`src/rtl/uart_tx_framer.sv`:
```
// uart_tx_framer
//
// Serialises one parallel word per request into an asynchronous frame:
// start bit (0), DATA_WIDTH data bits LSB first, an optional even/odd parity
// bit, then STOP_BITS stop bits (1). Every bit lasts CLKS_PER_BIT clocks.
//
// Parameters
//   DATA_WIDTH   data bits per frame (5..9)
//   CLKS_PER_BIT clock cycles per serial bit (>= 2)
//   STOP_BITS    number of stop bits (1 or 2)
//
// Ports
//   CLK        system clock, rising edge
//   RST        synchronous active-high reset
//   P_DATA     parallel word to transmit
//   Data_Valid request strobe
//   PAR_EN     1 = append a parity bit
//   PAR_TYP    0 = even parity, 1 = odd parity
//   TX_OUT     registered serial line, idle high
//   Busy       registered, high while a frame is on the line
//
// Handshake: a request is a single clock with Data_Valid=1 while the framer
// is idle. The word and the parity settings are captured on that edge, and
// Busy rises on the following edge together with the start bit. Requests
// made while the framer is not idle are dropped, not queued. Busy falling
// means the line is free; the framer can accept again in that same cycle.
module uart_tx_framer #(
  parameter int DATA_WIDTH   = 8,
  parameter int CLKS_PER_BIT = 16,
  parameter int STOP_BITS    = 1
) (
  input  logic                  CLK,
  input  logic                  RST,
  input  logic [DATA_WIDTH-1:0] P_DATA,
  input  logic                  Data_Valid,
  input  logic                  PAR_EN,
  input  logic                  PAR_TYP,
  output logic                  TX_OUT,
  output logic                  Busy
);

  localparam int CNT_W = $clog2(CLKS_PER_BIT);
  localparam int IDX_W = $clog2(DATA_WIDTH);

  typedef enum logic [2:0] {
    IDLE   = 3'd0,
    START  = 3'd1,
    DATA   = 3'd2,
    PARITY = 3'd3,
    STOP   = 3'd4
  } state_t;

  state_t                state;
  state_t                state_next;
  logic [CNT_W-1:0]      bit_cnt;
  logic [IDX_W-1:0]      bit_idx;
  logic                  stop_cnt;
  logic [DATA_WIDTH-1:0] data_q;
  logic                  par_en_q;
  logic                  par_q;
  logic                  line;
  logic                  bit_done;
  logic                  last_bit;
  logic                  last_stop;

  assign bit_done  = (bit_cnt == CNT_W'(CLKS_PER_BIT - 1));
  assign last_bit  = (bit_idx == IDX_W'(DATA_WIDTH - 1));
  // With one stop bit the first stop period is already the last one.
  assign last_stop = (STOP_BITS == 1) || stop_cnt;

  // Next state and the line level belonging to the current state.
  always_comb begin
    state_next = state;
    line       = 1'b1;
    case (state)
      IDLE: begin
        if (Data_Valid) state_next = START;
      end
      START: begin
        line = 1'b0;
        if (bit_done) state_next = DATA;
      end
      DATA: begin
        line = data_q[bit_idx];
        if (bit_done && last_bit) state_next = par_en_q ? PARITY : STOP;
      end
      PARITY: begin
        line = par_q;
        if (bit_done) state_next = STOP;
      end
      STOP: begin
        if (bit_done && last_stop) state_next = IDLE;
      end
      default: state_next = IDLE;
    endcase
  end

  // The outputs are registered from the current state, so the line follows
  // the state by one clock: a request accepted at one edge shows its start
  // bit from the next edge, and Busy drops one edge after the state is IDLE.
  always_ff @(posedge CLK) begin
    if (RST) begin
      state    <= IDLE;
      bit_cnt  <= '0;
      bit_idx  <= '0;
      stop_cnt <= 1'b0;
      data_q   <= '0;
      par_en_q <= 1'b0;
      par_q    <= 1'b0;
      TX_OUT   <= 1'b1;
      Busy     <= 1'b0;
    end else begin
      state  <= state_next;
      TX_OUT <= line;
      Busy   <= (state != IDLE);
      if (state == IDLE) begin
        bit_cnt  <= '0;
        bit_idx  <= '0;
        stop_cnt <= 1'b0;
        if (Data_Valid) begin
          data_q   <= P_DATA;
          par_en_q <= PAR_EN;
          // Parity is fixed at acceptance: odd parity is the inverted XOR.
          par_q    <= (^P_DATA) ^ PAR_TYP;
        end
      end else begin
        bit_cnt <= bit_done ? '0 : bit_cnt + CNT_W'(1);
        if (state == DATA && bit_done && !last_bit) begin
          bit_idx <= bit_idx + IDX_W'(1);
        end
        if (state == STOP && bit_done) begin
          stop_cnt <= ~stop_cnt;
        end
      end
    end
  end

endmodule

```
`config.mk`:
```
export PLATFORM = sky130hd
export DESIGN_NAME = uart_tx_framer
export DESIGN_NICKNAME = d
export VERILOG_FILES = /design/src/rtl/uart_tx_framer.sv
export SDC_FILE = /design/constraint.sdc
export NUM_CORES = 1
export LEC_CHECK = 0
export CORE_MARGIN = 5
export CORE_UTILIZATION = 46
export CTS_BUF_LIST = sky130_fd_sc_hd__clkbuf_4 sky130_fd_sc_hd__clkbuf_8
export DETAILED_ROUTE_END_ITERATION = 16
export GPL_TIMING_DRIVEN = 1
export PLACE_DENSITY_LB_ADDON = 0.1
export REMOVE_ABC_BUFFERS = 1
export SLEW_MARGIN = 20
export SYNTH_ARGS = -nofsm -noshare
export SYNTH_HDL_FRONTEND = slang
export SYNTH_SLANG_ARGS = --single-unit
```
`constraint.sdc`:
```
create_clock -name CLK -period 3.84 [get_ports CLK]
set_input_delay 0.384 -clock CLK [delete_from_list [all_inputs] [get_ports CLK]]
set_output_delay 0.384 -clock CLK [all_outputs]
set_load 0.05 [all_outputs]
```
### Word-level counts from Yosys, hierarchy flattened

Index checks and enable logic that the tools add are counted.

| word-level totals | value |
|---|---|
| register bits | 22 |

| operators by class | value |
|---|---|
| add/sub/neg operators | 2 |
| reduce and logical (&&, ||, !) cells | 11 |
| eq/ne operators | 11 |
| bitwise operators | 1 |
| mux-type cells | 10 |
| $lt $le $gt $ge | 1 |

Operators with widths:

| kind | number |
|---|---|
| 3-bit 2-to-1 mux | 6 |
| 3-bit case mux with 5 select lines | 1 |
| 2-bit != test, second input constant | 5 |
| 8-bit parity | 1 |
| 3-bit by 2-bit == test with 1-bit output, second input constant | 2 |
| 3-bit == test, second input constant | 2 |
| 5-bit AND reduction | 1 |
| 4-bit by 1-bit adder with 4-bit output, second input constant | 1 |
| 4-bit == test, second input constant | 1 |
| 3-bit by 4-bit less-than comparator with 1-bit output, second input constant | 1 |
| 3-bit by 1-bit adder with 3-bit output, second input constant | 1 |
| 1-bit binary-select mux with 3-bit select | 1 |
| 3-bit by 1-bit == test with 1-bit output, second input constant | 1 |
| 1-bit logical AND | 3 |
| 3-bit logical NOT | 1 |
| 1-bit case mux with 3 select lines | 1 |
| 3-bit nonzero test | 1 |
| 3-bit OR reduction | 1 |
| 2-bit AND reduction | 1 |
| 2-bit OR reduction | 1 |
| 1-bit logical NOT | 1 |
| 1-bit 2-to-1 mux | 1 |
| 1-bit bitwise XOR | 1 |

### Longest topological paths before layout

Gate-level depths: netlist of the first run.

| depth | value |
|---|---|
| depth in word-level cells | 4 |
| depth in mapped cells | 6 |
| gate-level depth less buffers | 6 |

### Least setup slack after synthesis of the first run

Ideal clock, no wire load.

| timing | value |
|---|---|
| kind | reg-to-reg |
| from | reg bit_idx[0] |
| to | reg TX_OUT |
| path slack | 2.139 ns |
| library setup time | 0.134 ns |
| period minus slack after synthesis | 1.701 ns |
| stages on the path, launching flop included | 5 |
| arrival | 1.567 ns |
| path through | dfxtp_1 -> mux4_1 -> mux2i_1 -> a21oi_1 -> or4_1 |

| on the way | value |
|---|---|
| word-level cells in the longest chain between the ends | 3 |

RTL lines:

| item | RTL line | RTL |
|---|---|---|
| start: declaration | 56 | `logic [IDX_W-1:0] bit_idx;` |
| start signal: assignment | 129 | `bit_idx <= bit_idx + IDX_W'(1);` |
| 1-bit binary-select mux with 3-bit select | 84 | `line = data_q[bit_idx];` |
| 1-bit 2-to-1 mux (implied by the code) | 84 |  |
| 1-bit case mux with 3 select lines | 75 | `case (state)` |
| end signal: assignment | 114 | `TX_OUT <= line;` |
| end: declaration | 38 | `output logic TX_OUT,` |

Every way passes these cells. The select of a mux whose other input is x is not followed.
A chain may end at the register's enable or synchronous reset.

### Worst setup path after layout of the first run

Same ends and word-level chain as after synthesis.

==> summary.md, run 1 <==
| Metric | Value |
|---|---|
| Outcome | `finished, final reports clean` |
| Sequential Power Share | `0.507` |
| Starting DRT DRC Count | `28` |
| Min-delay worst type | `flop to flop` |
| Overflow after GRT | `0` |
| Synth top area share | `0.416` |
| Via density | `5.26` |
| Sink Count | `22` |
| Pwr dens | `384 mW/mm^2` |
| Number of global-route vias before repair | `about 810` |
| Tcrit/Tclk final | `0.477` |
| Final WL | `2000 um` |
| Fin crit period | `1.83 ns` |
| Die width | `58.0 um` |
| Highest clock rate | `546 MHz` |
| Starting density of the core | `0.479` |
| Most numerous cell in the Yosys netlist | `dfxtp_1` |
| Final Skew | `between 0.0015 and 0.002 ns` |
| Setup violators final | `0` |
| Peak VDD IR | `~0.00023 V` |
| First-pass GRT wire length | `between 3000 and 4000 um` |
| Asr flop ratio synth | `0` |
| DIE HEIGHT | `around 58 um` |
| H-Tree Depth | `1` |
| Combinational share of power | `0.128` |
| Actual slew at the worst max-slew pin | `roughly 0.83 ns` |
| Worst-Skew Late Latency | `around 0.30 ns` |
| CTS Hold Buffers Added | `0` |
| Max Cap Violations | `0` |
| Share of cells above drive strength 1 | `0.0543` |
| N_diodes | `0` |
| Power, Total | `482 uW` |
| Sw frac | `0.221` |
| Max Buffers Root-to-Sink | `2` |
| Worst Reg2Reg Path Length in Cells | `4` |
| Post-synthesis register bit count | `22` |
| Sw power | `107 uW` |
| Via total after detailed routing | `826` |
| Ys flop type | `dfxtp_1` |
| Area of the core | `0.00221 sq mm` |
| Clock root buffer | `clkbuf_4` |
| Max Slew Vio Count | `0` |
| Worst reg2reg startpoint | `bit_idx[0]` |
| Largest net degree at the start of global routing | `17` |
| Synth Instances | `about 120` |
| Layout Nets | `146` |
| Placer congestion estimate | `just under 0.8` |
| Clock share of power | `0.366` |
| Worst EP arrival | `between 2 and 2.5 ns` |
| Drt wl/cell | `approximately 13 um` |
| WHS Path Cells | `1` |
| Min-delay src | `bit_cnt[0]` |
| Synth unique cells | `29` |
| Final setup TNS | `0 ns` |
| Post-Syn Area per Cell | `9.05 sq um` |
| Worst hold endpoint | `bit_cnt[0]` |
| Final Hold Vio Count | `0` |
| Area delta synth->final | `18.7%` |
| Router iterations before antenna repair | `2` |
| Reg-to-Reg End | `TX_OUT` |
| Dpl hpwl | `1460 um` |
| CTS resizes | `0` |
| Cell taking the most area after synthesis | `dfxtp_1` |
| Critical path class | `flop to flop` |
| Initial antenna violation count | `0` |
| R2R Setup Slk | `between 2 and 2.5 ns` |
| DRC Markers | `0` |
| P_int | `376 uW` |
| GRT Total Usage | `0.129` |
| PortBufs | `14` |
| Total CTS buffers | `3` |
| Top post-synthesis cells by area | `dfxtp_1, nand2_1, a21oi_1` |
| CP Capture Type | `flop` |
| Critical Path, Cell by Cell | `mux4_1, mux2i_1, a21oi_1, or4_1` |
| Synth Cell Area | `between 0.001 and 0.0015 sq mm` |
| # rows | `17` |
| Clock transition at the registers of the reported paths | `0.12 ns` |
| List of most frequent post-synthesis cells | `dfxtp_1, nand2_1, a21oi_1, nor2_1` |
| Max incr delay on CP | `about 0.57 ns` |
| # Post-CTS Setup Buffers | `0` |
| Leakage | `between 0.0004 and 0.0005 uW` |
| Max-slew headroom | `0.448` |
| RSZ-0062 raised after global routing | `false` |
| CP Max Fanout | `4` |
| Ports | `15` |
| Sequential fraction of the synthesis area | `0.416` |
| Critical path's slowest cell | `mux4_1` |
| Synth Warn # | `0` |
| CTS tree | `done` |
| Post-synth EDFFs | `0` |
| Die ar. | `0.00336 sq mm` |
| Crit path launch type | `flop` |
| Worst Path Required | `around 4.0 ns` |
| Final ANT Viol Nets | `0` |
-- through the flow --
| step | utilization | setup WS [ns] | hold WS, ns | instance area (sq um) | cells |
|---|---|---|---|---|---|
| 2_1_floorplan | - | 2.13 | 0.417 | 1030 | 111 |
| 3_3_place_gp | 0.544 | 1.76 | 0.435 | 1200 | 153 |
| 3_5_place_dp | 0.544 | 1.72 | 0.439 | 1200 | 153 |
| 4_1_cts | 0.568 | 1.98 | 0.457 | 1260 | 157 |
| 5_1_grt | 0.568 | 1.89 | 0.486 | 1260 | 157 |
| 6_report | 0.568 | 2.01 | 0.459 | 1260 | 157 |
-- worst max-delay path, delay by kind of cell (launching register included) --
family / cells / cell delay, ns
multiplexers: 2 / 0.71
AND/OR/NAND/NOR: 1 / 0.48
flip-flops: 1 / 0.45
AO/OA/AOI/OAI: 1 / 0.08
-- worst max path at each step --
| stage | from | endpoint | slack (ns) |
|---|---|---|---|
| after global placement | Data_Valid | par_q | 1.76 |
| final | bit_idx[0] | TX_OUT | 2.01 |
| after global routing | bit_idx[0] | TX_OUT | 1.89 |
| after CTS | bit_idx[0] | TX_OUT | 1.98 |
| after floorplan | bit_idx[0] | TX_OUT | 2.13 |
| after detailed placement | Data_Valid | par_q | 1.72 |
-- flip-flops by register name, summed over array words and instances, names as in the netlist --
register / flops
state: 3
TX_OUT: 1
par_en_q: 1
data_q: 8
bit_idx: 3
bit_cnt: 4
par_q: 1
Busy: 1
-- final cells by class --
type	count	area, sq um
inverters	2	7.51
clock buffers	3	22.5
flip-flops and latches	22	440
multi-input cells	87	581
fillers	206	956
well taps	28	35.0
repair buffers	14	140
clock inverters	1	30.0
-- placed cells by master, fill, tap and decap left out, drive strengths merged, types with 4 or more instances in the layout --
| cell | Yosys | final |
|---|---|---|
| clkdlybuf4s50 | 0 | 14 |
| a21oi | 14 | 14 |
| nor3 | 4 | 4 |
| dfxtp | 22 | 22 |
| nor2 | 9 | 9 |
| mux2i | 4 | 4 |
| nand3 | 4 | 4 |
| nand2 | 20 | 20 |
| xnor2 | 4 | 4 |
| xor2 | 4 | 4 |
-- logic make-up after synthesis --
family | count (synthesis) | synth area share
AO/OA/AOI/OAI | 21 | 0.115
XOR/XNOR | 9 | 0.0875
adder cells (fa/ha/maj) | 3 | 0.0355
buffers and inverters | 8 | 0.0355
flip-flops | 22 | 0.416
multiplexers | 6 | 0.0875
AND/OR/NAND/NOR | 48 | 0.223
-- layer usage --
metal  global-route usage  part of all wire
met3               0.0379             0.041
met2                0.216              0.46
met5                    0                 0
met1                0.159              0.48
met4               0.0430             0.010
-- power groups by stage --
stage	Sequential, uW	Combinational [uW]	Clock, uW
2_1_floorplan	252	31.9	0
3_3_place_gp	249	60.8	0
3_5_place_dp	250	61.6	0
4_1_cts	244	62.0	179
5_1_grt	246	67.2	190
6_report	244	61.5	176
Power figures use the tool's default switching activity.
==> run 2: changes to the inputs <==
==> constraint.sdc (replaced) <==
create_clock -name CLK -period 1.88 [get_ports CLK]
set_input_delay 0.188 -clock CLK [delete_from_list [all_inputs] [get_ports CLK]]
set_output_delay 0.188 -clock CLK [all_outputs]
set_load 0.05 [all_outputs]
==> summary.md, run 2 (synthesized netlist as in run 1, its figures left out) <==
| Metric | Value |
|---|---|
| Final WL | `2030 um (+1.6%)` |
| Area delta synth->final | `20.8%` |
| CP Capture Type | `flop` |
| Min-delay worst type | `input port to flop` |
| Most frequent cells in the layout | `dfxtp_1, nand2_1, a21oi_1, clkdlybuf4s50_1, nor2_1` |
| First-pass GRT wire length | `3590 um (+6.3%)` |
| Clock transition at the registers of the reported paths | `0.10 ns (-0.02 ns)` |
| Fin util | `0.578 (+0.0102)` |
| Placer congestion estimate | `0.784 (about the same)` |
| Final Skew | `0.000814 ns (-0.000807 ns)` |
| Number of global-route vias before repair | `843 (+4.6%)` |
| Worst Path Required | `2.06 ns (-1.97 ns)` |
| Total CTS buffers | `3 (unchanged)` |
| DIE HEIGHT | `58.0 um (unchanged)` |
| Critical path class | `flop to flop` |
| Starting DRT DRC Count | `12 (-57%)` |
| Max Buffers Root-to-Sink | `2 (unchanged)` |
| Dpl hpwl | `1580 um (+7.9%)` |
| CTS tree | `done` |
| Worst EP arrival | `1.92 ns (-0.11 ns)` |
| GR met2 Demand/Resource | `0.211 (-0.00484)` |
| Via total after detailed routing | `860 (+4.1%)` |
| Drt wl/cell | `12.4 um (-2.2%)` |
| Register with the most flip-flops | `data_q` |
| Pwr dens | `648 mW/mm^2 (+69%)` |
| Top flop regs | `data_q x8, bit_cnt x4` |
| Worst Reg2Reg Path Length in Cells | `4 (unchanged)` |
| Met1 usage | `0.187 (+0.0285)` |
| H-Tree Depth | `1 (unchanged)` |
| Sink Count | `22 (unchanged)` |
| GRT Total Usage | `0.138 (+0.00871)` |
| RSZ-0062 raised after global routing | `false` |
| DRC Markers | `0 (unchanged)` |
| Power, Total | `828 uW (+72%)` |
| Layout Nets | `153 (+4.8%)` |
| Ports | `15 (unchanged)` |
| CTS Hold Buffers Added | `0 (unchanged)` |
| Actual slew at the worst max-slew pin | `0.497 ns (-0.329 ns)` |
| Area of the core | `0.00221 sq mm (unchanged)` |
| R2R Setup Slk | `0.14 ns (-1.87 ns)` |
| Final ANT Viol Nets | `0 (unchanged)` |
| CTS resizes | `0 (unchanged)` |
| Fin crit period | `1.74 ns (-0.0909 ns)` |
| Via density | `5.28 (+0.28%)` |
| Reg-to-Reg End | `TX_OUT` |
| Max Cap Violations | `0 (unchanged)` |
| Hold WS | `0.435 ns (-0.0239 ns)` |
| GR peak layer | `met2` |
| Peak VDD IR | `0.000465 V (+100%)` |
| # Post-CTS Setup Buffers | `0 (unchanged)` |
| Overflow after GRT | `0 (unchanged)` |
| Worst-Skew Late Latency | `0.29 ns (about the same)` |
| Outcome | `finished, final reports clean` |
| N_diodes | `0 (unchanged)` |
| Leakage | `0.000518 uW (+4.3%)` |
| Worst reg2reg startpoint | `bit_idx[0]` |
| Layout Cells excl Fill | `163 (+3.8%)` |
| Highest clock rate | `574 MHz (+5.2%)` |
| Starting density of the core | `0.479 (unchanged)` |
| Crit path launch type | `flop` |
| Largest net degree at the start of global routing | `15 (-2)` |
| Share of cells above drive strength 1 | `0.0963 (+0.0420)` |
| Final Hold Vio Count | `0 (unchanged)` |
| Router iterations before antenna repair | `4 (+2)` |
| Met3 Use GR | `0.0223 (-0.0156)` |
| Crit path from | `bit_idx[0]` |
| CP Max Fanout | `3 (-1)` |
| Die ar. | `0.00336 sq mm (unchanged)` |
| Max reg flops | `8 (unchanged)` |
| Setup violators final | `0 (unchanged)` |
| Most common cell after layout, fill and taps aside | `dfxtp_1` |
| Max Slew Vio Count | `0 (unchanged)` |
| Final setup TNS | `0 ns (unchanged)` |
| Die width | `58.0 um (unchanged)` |
| Tcrit/Tclk final | `0.926 (+0.449)` |
| Clock root buffer | `clkbuf_4` |
| Max-slew headroom | `0.667 (+0.220)` |
| PortBufs | `14 (unchanged)` |
| Initial antenna violation count | `0 (unchanged)` |
| Placed cell count | `160 (+4.6%)` |
| Setup crit end | `TX_OUT` |
| # rows | `17 (unchanged)` |
-- run 2: cell count changes in the layout (fill, tap and decap cells not counted), sizes merged --
cell and delta:
buf +7, bufinv -1
-- run 2: layout make-up --
| type | count | area, sq um |
|---|---|---|
| Inverter | 2 | 7.51 |
| Clock buffer | 3 | 22.5 |
| Sequential cell | 22 | 440 |
| Multi-Input combinational cell | 87 | 581 |
| Timing Repair Buffer | 21 | 193 |
| Fill cell | 220 | 933 |
| Tap cell | 28 | 35.0 |
-- run 2: worst min path at each step --
stage	slack [ns]	cells past startpoint	endpoint	startpoint
after CTS	0.43	3	par_en_q	PAR_EN
after global routing	0.45	3	par_en_q	PAR_EN
after floorplan	0.26	1	data_q[0]	RST
after global placement	0.44	1	bit_cnt[0]	bit_cnt[0]
after detailed placement	0.44	1	bit_cnt[0]	bit_cnt[0]
final	0.44	3	par_en_q	PAR_EN
-- run 2: per-layer routing --
layer	vias to the layer above	wire, um
met5	-	0
met4	0	37
met3	5	67
met2	13	935
met1	394	988
li1	448	-
-- run 2: report_power, final --
part,internal (uW),switching (uW),total (uW),leakage [uW]
logic,72.9,63.3,136,0.000324
registers,486,10.0,496,0.000180
clock network,74.5,121,196,0.0000138
-- run 2: worst max-delay path: stages (launching register included) --
cell and delay [ns]:
dfxtp_1 0.39, mux4_1 0.56, mux2i_1 0.15, a21oi_1 0.08, or4_1 0.45
-- run 2: stage by stage --
step | setup slack (ns) | instance area (sq um)
5_1_grt | 0.00167 | 1280
4_1_cts | 0.124 | 1280
6_report | 0.138 | 1280
2_1_floorplan | 0.169 | 1030
3_3_place_gp | 0.0911 | 1260
3_5_place_dp | 0.0614 | 1260
